### src/rtl/pattern_serializer.sv
// pattern_serializer
//   Serializes WIDTH-bit parallel words into a registered bit stream for a
//   downstream pattern detector. The stream is qualified by enable. Every
//   enable=0 cycle drives serial_pattern=0, so the detector can clear its
//   history on those cycles.
//
//   Optional feature: define PATTERN_SERIALIZER_PREFETCH_EN to add a one-word
//   holding register. Words then stream back-to-back with no gap cycle.
//   Without it, consecutive words are separated by exactly one idle cycle.
//
// Parameters
//   WIDTH      bits per word (2..32)
//   MSB_FIRST  1: bit WIDTH-1 goes out first, 0: bit 0 goes out first
// Ports
//   clk, rst        clock and synchronous active-high reset
//   par_data        parallel word, sampled only on an accepted handshake
//   par_valid       upstream has a word
//   par_ready       block can accept a word this cycle (0 while rst=1)
//   serial_pattern  registered serial bit
//   enable          registered: serial_pattern carries a valid bit
//   word_done       registered: high together with the last bit of a word
//   busy            shifting, or the holding register is full
module pattern_serializer #(
  parameter int WIDTH     = 8,
  parameter bit MSB_FIRST = 1'b1
) (
  input  logic             clk,
  input  logic             rst,
  input  logic [WIDTH-1:0] par_data,
  input  logic             par_valid,
  output logic             par_ready,
  output logic             serial_pattern,
  output logic             enable,
  output logic             word_done,
  output logic             busy
);

  localparam int            CW   = $clog2(WIDTH);
  localparam logic [CW-1:0] LAST = CW'(WIDTH - 1);

  typedef enum logic {IDLE, SHIFT} state_e;

  state_e           state_q, state_d;
  logic [WIDTH-1:0] sr_q, sr_d;
  logic [CW-1:0]    cnt_q, cnt_d;
  logic             ser_q, ser_d;
  logic             en_q, en_d;
  logic             done_q, done_d;
  logic             accept, last_bit;

`ifdef PATTERN_SERIALIZER_PREFETCH_EN
  logic [WIDTH-1:0] hold_q, hold_d;
  logic             hold_full_q, hold_full_d;
`endif

  // Handshake is combinational. Reset masks it, so a word offered during
  // reset is never taken.
`ifdef PATTERN_SERIALIZER_PREFETCH_EN
  assign par_ready = !rst && ((state_q == IDLE) || !hold_full_q);
  assign busy      = (state_q == SHIFT) || hold_full_q;
`else
  assign par_ready = !rst && (state_q == IDLE);
  assign busy      = (state_q == SHIFT);
`endif

  assign accept   = par_valid && par_ready;
  assign last_bit = (state_q == SHIFT) && (cnt_q == LAST);

  always_comb begin
    state_d = state_q;
    sr_d    = sr_q;
    cnt_d   = cnt_q;
    ser_d   = 1'b0;
    en_d    = 1'b0;
    done_d  = 1'b0;
`ifdef PATTERN_SERIALIZER_PREFETCH_EN
    hold_d      = hold_q;
    hold_full_d = hold_full_q;
`endif
    case (state_q)
      IDLE: begin
        if (accept) begin
          sr_d    = par_data;
          cnt_d   = '0;
          state_d = SHIFT;
        end
      end
      SHIFT: begin
        en_d   = 1'b1;
        done_d = last_bit;
        if (MSB_FIRST) begin
          ser_d = sr_q[WIDTH-1];
          sr_d  = {sr_q[WIDTH-2:0], 1'b0};
        end else begin
          ser_d = sr_q[0];
          sr_d  = {1'b0, sr_q[WIDTH-1:1]};
        end
        if (last_bit) begin
          cnt_d = '0;
`ifdef PATTERN_SERIALIZER_PREFETCH_EN
          // Reload on the last-bit edge so the next word starts with no gap.
          // A held word takes precedence over the word offered on par_data.
          if (hold_full_q) begin
            sr_d        = hold_q;
            hold_full_d = 1'b0;
          end else if (accept) begin
            sr_d = par_data;
          end else begin
            state_d = IDLE;
          end
`else
          state_d = IDLE;
`endif
        end else begin
          cnt_d = cnt_q + 1'b1;
`ifdef PATTERN_SERIALIZER_PREFETCH_EN
          if (accept) begin
            hold_d      = par_data;
            hold_full_d = 1'b1;
          end
`endif
        end
      end
      default: state_d = IDLE;
    endcase
  end

  always_ff @(posedge clk) begin
    if (rst) begin
      state_q <= IDLE;
      sr_q    <= '0;
      cnt_q   <= '0;
      ser_q   <= 1'b0;
      en_q    <= 1'b0;
      done_q  <= 1'b0;
`ifdef PATTERN_SERIALIZER_PREFETCH_EN
      hold_q      <= '0;
      hold_full_q <= 1'b0;
`endif
    end else begin
      state_q <= state_d;
      sr_q    <= sr_d;
      cnt_q   <= cnt_d;
      ser_q   <= ser_d;
      en_q    <= en_d;
      done_q  <= done_d;
`ifdef PATTERN_SERIALIZER_PREFETCH_EN
      hold_q      <= hold_d;
      hold_full_q <= hold_full_d;
`endif
    end
  end

  assign serial_pattern = ser_q;
  assign enable         = en_q;
  assign word_done      = done_q;

endmodule

### config.mk
export PLATFORM = sky130hd
export DESIGN_NAME = pattern_serializer
export DESIGN_NICKNAME = d
export VERILOG_FILES = /design/src/rtl/pattern_serializer.sv
export SDC_FILE = /design/constraint.sdc
export NUM_CORES = 1
export LEC_CHECK = 0
export ABC_AREA = 1
export BUFFER_PORTS_ARGS = -buffer_cell sky130_fd_sc_hd__buf_2
export CAP_MARGIN = 10
export CORE_MARGIN = 1
export CORE_UTILIZATION = 49
export CTS_BUF_LIST = sky130_fd_sc_hd__clkbuf_4 sky130_fd_sc_hd__clkbuf_8 sky130_fd_sc_hd__clkbuf_16
export DETAILED_ROUTE_END_ITERATION = 12
export GPL_ROUTABILITY_DRIVEN = 0
export PLACE_DENSITY = 0.77
export SLEW_MARGIN = 20
export SYNTH_ARGS = -nofsm -noshare
export SYNTH_HDL_FRONTEND = slang
export SYNTH_SLANG_ARGS = --single-unit
### constraint.sdc
create_clock -name clk -period 1.35 [get_ports clk]
set_input_delay 0.27 -clock clk [delete_from_list [all_inputs] [get_ports clk]]
set_output_delay 0.27 -clock clk [all_outputs]
set_load 0.02 [all_outputs]
Word-level counts from Yosys, hierarchy flattened
Cells that the tools add are included.
Widths: inputs -> output; s select.
{ "word_totals": {"ff_bits": 15, "in_bits": 11, "output_inout_bits": 5, "word_cells": 24} }
{ "op_classes": {"n_addsub": 1, "n_eq_ne": 2, "n_mux": 9, "bitwise": 1, "n_reduce_logical": 5} }
{ "ops": {"columns": ["operator", "n"], "rows": [
  ["$pmux 8 s2", 1],
  ["$mux 8", 1],
  ["$mux 3", 2],
  ["$pmux 3 s2", 1],
  ["$add 3x1->3 const B", 1],
  ["$eq 3x3->1 const B", 1],
  ["$logic_and 1x1->1", 3],
  ["$mux 1", 3],
  ["$ne 2x2->1 const B", 1],
  ["$pmux 1 s2", 1],
  ["$reduce_or 2->1", 1],
  ["$logic_not 1->1", 1],
  ["$not 1->1", 1]
]} }

Depth between registers and ports, before layout
Gate-level depths: netlist (run 1).
{ "logic_depth": {"ltp_word": 5, "mapped_depth": 6, "ltp_nobuf": 5} }

Worst setup path before layout (run 1)
OpenSTA, ideal clock, no wires.
{ "synth_timing": {"path_kind": "register to register", "start": "register state_q (netlist: busy)", "end": "register sr_q[2]", "slack_ps": 143, "synth_period_minus_slack_ps": 1207, "arrival_time_ps": 1094, "setup_time_ps": 113, "stages_incl_launch_ff": 7, "n_path_buf": 1, "required_time_ps": 1237, "path_cell_list": "dfxtp_1 -> inv_1 -> buf_2 -> nand2_1 -> o21ai_0 -> nor2_1 -> nor2_1"} }
{ "synth_between": {"elab_chain_len": 4, "word_cells_on_any_way": 5, "cone_classes": "1 x eq/ne; 1 x mux; 1 x bitwise; 2 x reduce/logical"} }
{ "synth_lines": {"columns": ["element", "line_no", "source"], "rows": [
  ["start, declared", "43", "state_e state_q, state_d;"],
  ["start signal, assigned", "141", "state_q <= state_d;"],
  ["$not 1->1", null, null],
  ["$logic_and 1x1->1", "62", "assign par_ready = !rst && (state_q == IDLE);"],
  ["$logic_and 1x1->1", "66", "assign accept = par_valid && par_ready;"],
  ["$ne 2x2->1 (no source line)", null, null],
  ["end signal, assigned", "142", "sr_q <= sr_d;"],
  ["end, declared", "44", "logic [WIDTH-1:0] sr_q, sr_d;"]
]} }
Parallel ways exist; a longest one is shown, timed or not.
A chain may end at the register's enable or synchronous reset.

Worst setup path after layout (run 1)
{ "layout_timing": {"start": "register state_q (netlist: busy)", "end": "output par_ready"} }
{ "layout_between": {"elab_chain_len": 2} }
{ "layout_lines": {"columns": ["element", "line_no", "source"], "rows": [
  ["$not 1->1", null, null],
  ["$logic_and 1x1->1", "62", null],
  ["end, declared", "31", "output logic par_ready,"]
]} }
No other way between the ends.

==> results of run 1 <==
[cell families (layout without fill, tap and decap cells)]
family,Yosys count,count (layout)
fa+ha+maj,2,2
simple gates,52,52
compound gates,11,11
flops,15,15
buf+inv,13,33
[cells in the mapped netlist]
library cell,count,area share (%)
a21oi_1,2,1.5
a21oi_4,1,2.5
buf_2,1,0.77
buf_6,1,1.7
dfxtp_1,15,46
ha_1,2,3.8
inv_1,10,5.8
inv_2,1,0.58
nand2_1,26,15
nand2_2,1,0.96
nand3_1,4,3.1
nor2_1,21,12
o21ai_0,8,6.1
[worst reg2reg max path: cells and delay by family, from the launching register on]
family	cells	cell delay [ps]
and+or+nand+nor	1	190
DFF	1	440
buffers and inverters	2	290
AOI/OAI and AO/OA	1	140
[report_power, final]
| part | leakage (nW) | switching (W) | internal [W] |
|---|---|---|---|
| registers | 0.124 | 0.0000204 | 0.000481 |
| clock network | 0.0177 | 0.000144 | 0.000110 |
| logic | 0.266 | 0.000115 | 0.0000760 |
[routing by layer]
| layer | share of wire, % | global-route usage, % |
|---|---|---|
| met2 | 43 | 32.20 |
| met3 | 3.9 | 5.233 |
| met4 | 2.3 | 10.34 |
| met5 | 0 | 0 |
| met1 | 51 | 26.26 |
[what timing repair did]
action | in CTS | in global routing
buffers inserted | 0 | 0
endpoints found under the setup margin | 1 | 2
gates resized for setup | 1 | 2
[through the flow]
step	instance area [sq um]	utilization, %
after floorplan	651.9	-
after global placement	750.7	64.10
after detailed placement	750.7	64.10
after CTS	780.7	66.67
after global routing	787.0	67.20
final	787.0	67.20
[flip-flops by register name (all words and copies together) (netlist names)]
name,cells
enable,1
word_done,1
cnt_q,3
sr_q,8
serial_pattern,1
busy,1
[how the worst max path moves through the flow]
stage	startpoint	to	slack, ps	cells past startpoint
global placement	busy	busy	210	4
CTS	busy	par_ready	10	2
detailed placement	busy	busy	180	4
floorplan	busy	sr_q[2]	140	6
finish	busy	par_ready	110	2
global route	busy	par_ready	40	2
[area by class of cell]
type,count,area (sq um),area share [%]
sequential,15,301.5,38.31
timing repair buffer,18,97.59,12.40
inverter,11,41.29,5.246
tap,14,17.52,2.226
multi-input combinational,65,301.5,38.31
clock inverter,1,5.005,0.6359
clock buffer,3,22.52,2.862
==> impl_metrics.ini, run 1 <==
[final_layout]
final_common_cell = nand2_1
syn_to_final_growth_pct = 20.73
n_fill_cell = 108
antenna_cells = 0
fin_cells = 127
nNetsFinal = 127
final_cell_mix = nand2_1 (26), nor2_1 (20), buf_2 (15)
layout-drive-gt1-share_pct = 23.89

[timing]
period_needed_ps = 1245
setup_tns_ps = 0
tightest_slew_ps = 309.9
timing.final.hold_violations = 0
setup_viol = 0
min_period_over_period_pct = 92.21
max_freq_ghz = 0.8033
fin_skew_ps = 0.9945
rsz0062_at_grt = false
timing.hold.ws_ps = 256.3
maxSlewViolCount = 0
slew_headroom_pct = 79.32
worst_slack_ps = 105.2

[synthesis]
avgSynthCellArea_sq_um = 7.009
ys_seq_area_share_pct = 46.07
ys_warn_count = 0
synth_top_family_by_area = simple AND/OR/NAND/NOR gates
post_synth_inst_count = 93
synth-seq-cells = 15
yosys.area_share.simple_pct = 31.09
synth_area_sq_um = 651.9
synthMuxAreaShare_pct = 0
synthAdderAreaFrac_pct = 3.839
synth_compound_area_share_pct = 10.17
synth_xor_area_share_pct = 0
ys_types = 13
syn-num-nets = 106

[floorplan]
fp-row-count = 12
dieArea_sq_um = 1480
ios = 16
core_region_area_sq_um = 1171
die_h_um = 38.48
die_x_um = 38.48
initial_core_util_pct = 55.66

[power_and_ir_drop]
ir_drop_v = 0.0008328
power_leakage_nw = 0.4077
p_per_area_nw_per_um2 = 1203
total_power_w = 0.0009467

[grt]
antenna_found_initial = 0
grt_overflow = 0
grt_pass1_wl_mm = 2.111
grt_pass1_vias = 544
grt_use_total_pct = 20.68
grt_max_degree = 15

[setup_path]
timing.reg2reg.setup_slack_ps = 230
timing.rr.start = busy
critPathKind = flop to output port
cp-end-kind = output port
required_ps = 1080
r2r_cells = 4
arrival_ps = 970
worst-path-buf-inv = 1
path_cells = nor2_4, buf_2
crit_fanout = 7
timing.rr.end = busy
crit_path_max_incr_delay_ps = 380
critPathTopFamily = flip-flops
startpoint_type = flop
slowest_stage = dfxtp_2

[cts]
root_buffer = clkbuf_4
clk_path_buf_depth = 2
clk_latency_ps = 280
h-tree-depth = 1
cts_buffers = 3
clock-sinks = 15
cts-hold-fix-buffers = 0
cts_tree = done
clkTransAtPathRegs_ps = 90

[drt]
detail_route.wl_per_cell_um = 9.189
first_pass_iters = 3
vias = 586
drt-total-wl_mm = 1.167
postRouteAntennaNets = 0
drc = 0
vias_per_cell = 4.614
drt_first_iter_violations = 11

[place]
port_buffers = 15
hpwl_um = 905.4
preCtsSetupSlack_ps = 175.2
dp_cells = 123

[hold_path]
hp-class = primary input to flop
min-delay-start = rst
min_to = sr_q[0]
hold_path_depth = 2

[run]
maxCapViolations = 0

[outcome]
outcome = finished clean
(Power assumes the default switching activity.)
==> run 2: changes to the inputs <==
--- a/config.mk
+++ b/config.mk
@@ -9,11 +9,11 @@
 export BUFFER_PORTS_ARGS = -buffer_cell sky130_fd_sc_hd__buf_2
 export CAP_MARGIN = 10
 export CORE_MARGIN = 1
-export CORE_UTILIZATION = 49
+export CORE_UTILIZATION = 35
 export CTS_BUF_LIST = sky130_fd_sc_hd__clkbuf_4 sky130_fd_sc_hd__clkbuf_8 sky130_fd_sc_hd__clkbuf_16
 export DETAILED_ROUTE_END_ITERATION = 12
 export GPL_ROUTABILITY_DRIVEN = 0
-export PLACE_DENSITY = 0.77
+export PLACE_DENSITY = 0.59
 export SLEW_MARGIN = 20
 export SYNTH_ARGS = -nofsm -noshare
 export SYNTH_HDL_FRONTEND = slang
==> run 2 against run 1 <==
Sequential power about the same. Clock power increased by 7%. Final area increased by 1.9%. First-iteration DRC count decreased by 82%. Core utilization decreased by 21 points. Total power increased by 2.8%. Maximum frequency decreased by 4.5%. Critical path type unchanged. Critical endpoint unchanged. Largest cell class unchanged. Largest power group unchanged.
==> impl_metrics.ini, run 2 (synthesis results as in run 1) <==
[cts]
h-tree-depth = 1
cts_buffers = 3
cts-hold-fix-buffers = 0
clk_path_buf_depth = 2
cts_tree = done
clock-sinks = 15
clkTransAtPathRegs_ps = 90
clk_latency_ps = 270
root_buffer = clkbuf_4

[timing]
period_needed_ps = 1303
fin_skew_ps = 0.3777
maxSlewViolCount = 0
setup_tns_ps = 0
tightest_slew_ps = 353.3
setup_viol = 0
worst_slack_ps = 46.69
rsz0062_at_grt = true
max_freq_ghz = 0.7673
timing.final.hold_violations = 0
min_period_over_period_pct = 96.54
slew_headroom_pct = 76.42

[setup_path]
crit_path_max_incr_delay_ps = 500
arrival_ps = 1030
cp-startpoint = busy
critPathKind = flop to output port
cp-end-kind = output port
worst-path-buf-inv = 1
required_ps = 1080
critPathTopFamily = flip-flops
crit_fanout = 7
slowest_stage = dfxtp_1
path_cells = nor2_2, buf_2
timing.rr.start = busy
startpoint_type = flop

[grt]
grt_use_total_pct = 13.47
grt_overflow = 0
grt_pass1_wl_mm = 1.945
antenna_found_initial = 0
grt_max_degree = 15
grt_pass1_vias = 459

[floorplan]
dieArea_sq_um = 2039
fp-row-count = 15
die_h_um = 45.16
die_x_um = 45.16
ios = 16
initial_core_util_pct = 37.75
core_region_area_sq_um = 1727

[drt]
postRouteAntennaNets = 0
drt-total-wl_mm = 1.217
drc = 0
drt_first_iter_violations = 2
vias_per_cell = 3.993
detail_route.wl_per_cell_um = 8.883
vias = 547
first_pass_iters = 4

[final_layout]
reg_top3 = sr_q x8, cnt_q x3
final_cell_mix = nand2_1 (26), nor2_1 (20), dfxtp_1 (15), buf_2 (15), inv_1 (10)
final_common_cell = nand2_1
layout-drive-gt1-share_pct = 22.32
top_register = sr_q
syn_to_final_growth_pct = 23.03
nNetsFinal = 126
antenna_cells = 0
largest_register_ffs = 8

[power_and_ir_drop]
p_per_area_nw_per_um2 = 1213
ir_drop_v = 0.0005750
power_leakage_nw = 0.4070

[place]
preCtsSetupSlack_ps = 153.2
port_buffers = 15
hpwl_um = 909.9

[outcome]
outcome = finished clean

[run]
maxCapViolations = 0

[hold_path]
hp-class = primary input to flop
min-delay-start = rst
[run 2: power by group]
| part | switching, W | leakage [nW] | internal [W] |
|---|---|---|---|
| combinational | 0.000119 | 0.265 | 0.0000822 |
| clock | 0.000139 | 0.0184 | 0.000135 |
| sequential | 0.0000186 | 0.123 | 0.000480 |
[run 2: path summary, 6_finish.rpt]
check        cells after the start             end  slack, ps
min                              2         sr_q[0]        230
max reg2reg                      4            busy        110
min reg2reg                      2  serial_pattern        450
max                              2       par_ready         50
[run 2: timing repair]
| item | in CTS | in global routing |
|---|---|---|
| resized for setup | 0 | 1 |
| buffers inserted | 0 | 0 |
| setup endpoints to repair | 0 | 1 |
[run 2: through the flow]
stage / utilization (%) / std cells / instance area [sq um] / hold slack (ps) / power (W)
finish: 46.45 / 137 / 802.0 / 228.7 / 0.0009731
global route: 46.45 / 137 / 802.0 / 229.9 / 0.001033
CTS: 46.30 / 137 / 799.5 / 211.0 / 0.0009869
detailed placement: 44.57 / 133 / 769.5 / 442.0 / 0.0007099
global placement: 44.57 / 133 / 769.5 / 436.8 / 0.0007084
floorplan: - / 93 / 651.9 / 339.1 / 0.0006442
[run 2: layout make-up]
type / instances / area (sq um)
Inverter: 11 / 41.29
Clock buffer: 4 / 30.03
Multi-Input combinational cell: 65 / 296.5
Fill cell: 210 / 924.6
Timing Repair Buffer: 17 / 102.6
Tap cell: 25 / 31.28
Sequential cell: 15 / 300.3
[run 2: worst reg2reg max path, cell delays in order, from the launching register on]
cell     delay (ps)
dfxtp_1         500
inv_1           260
nor2_1          200
inv_1            90
o21ai_0         130
[run 2: metal layers]
layer  vias up  share of wire (%)  track usage [%]
li1        323                  -                -
met1       217                 54            19.61
met2         5                 42            17.68
met3         2                2.9            2.400
met4         0                1.1            9.091
met5         -                  0                0
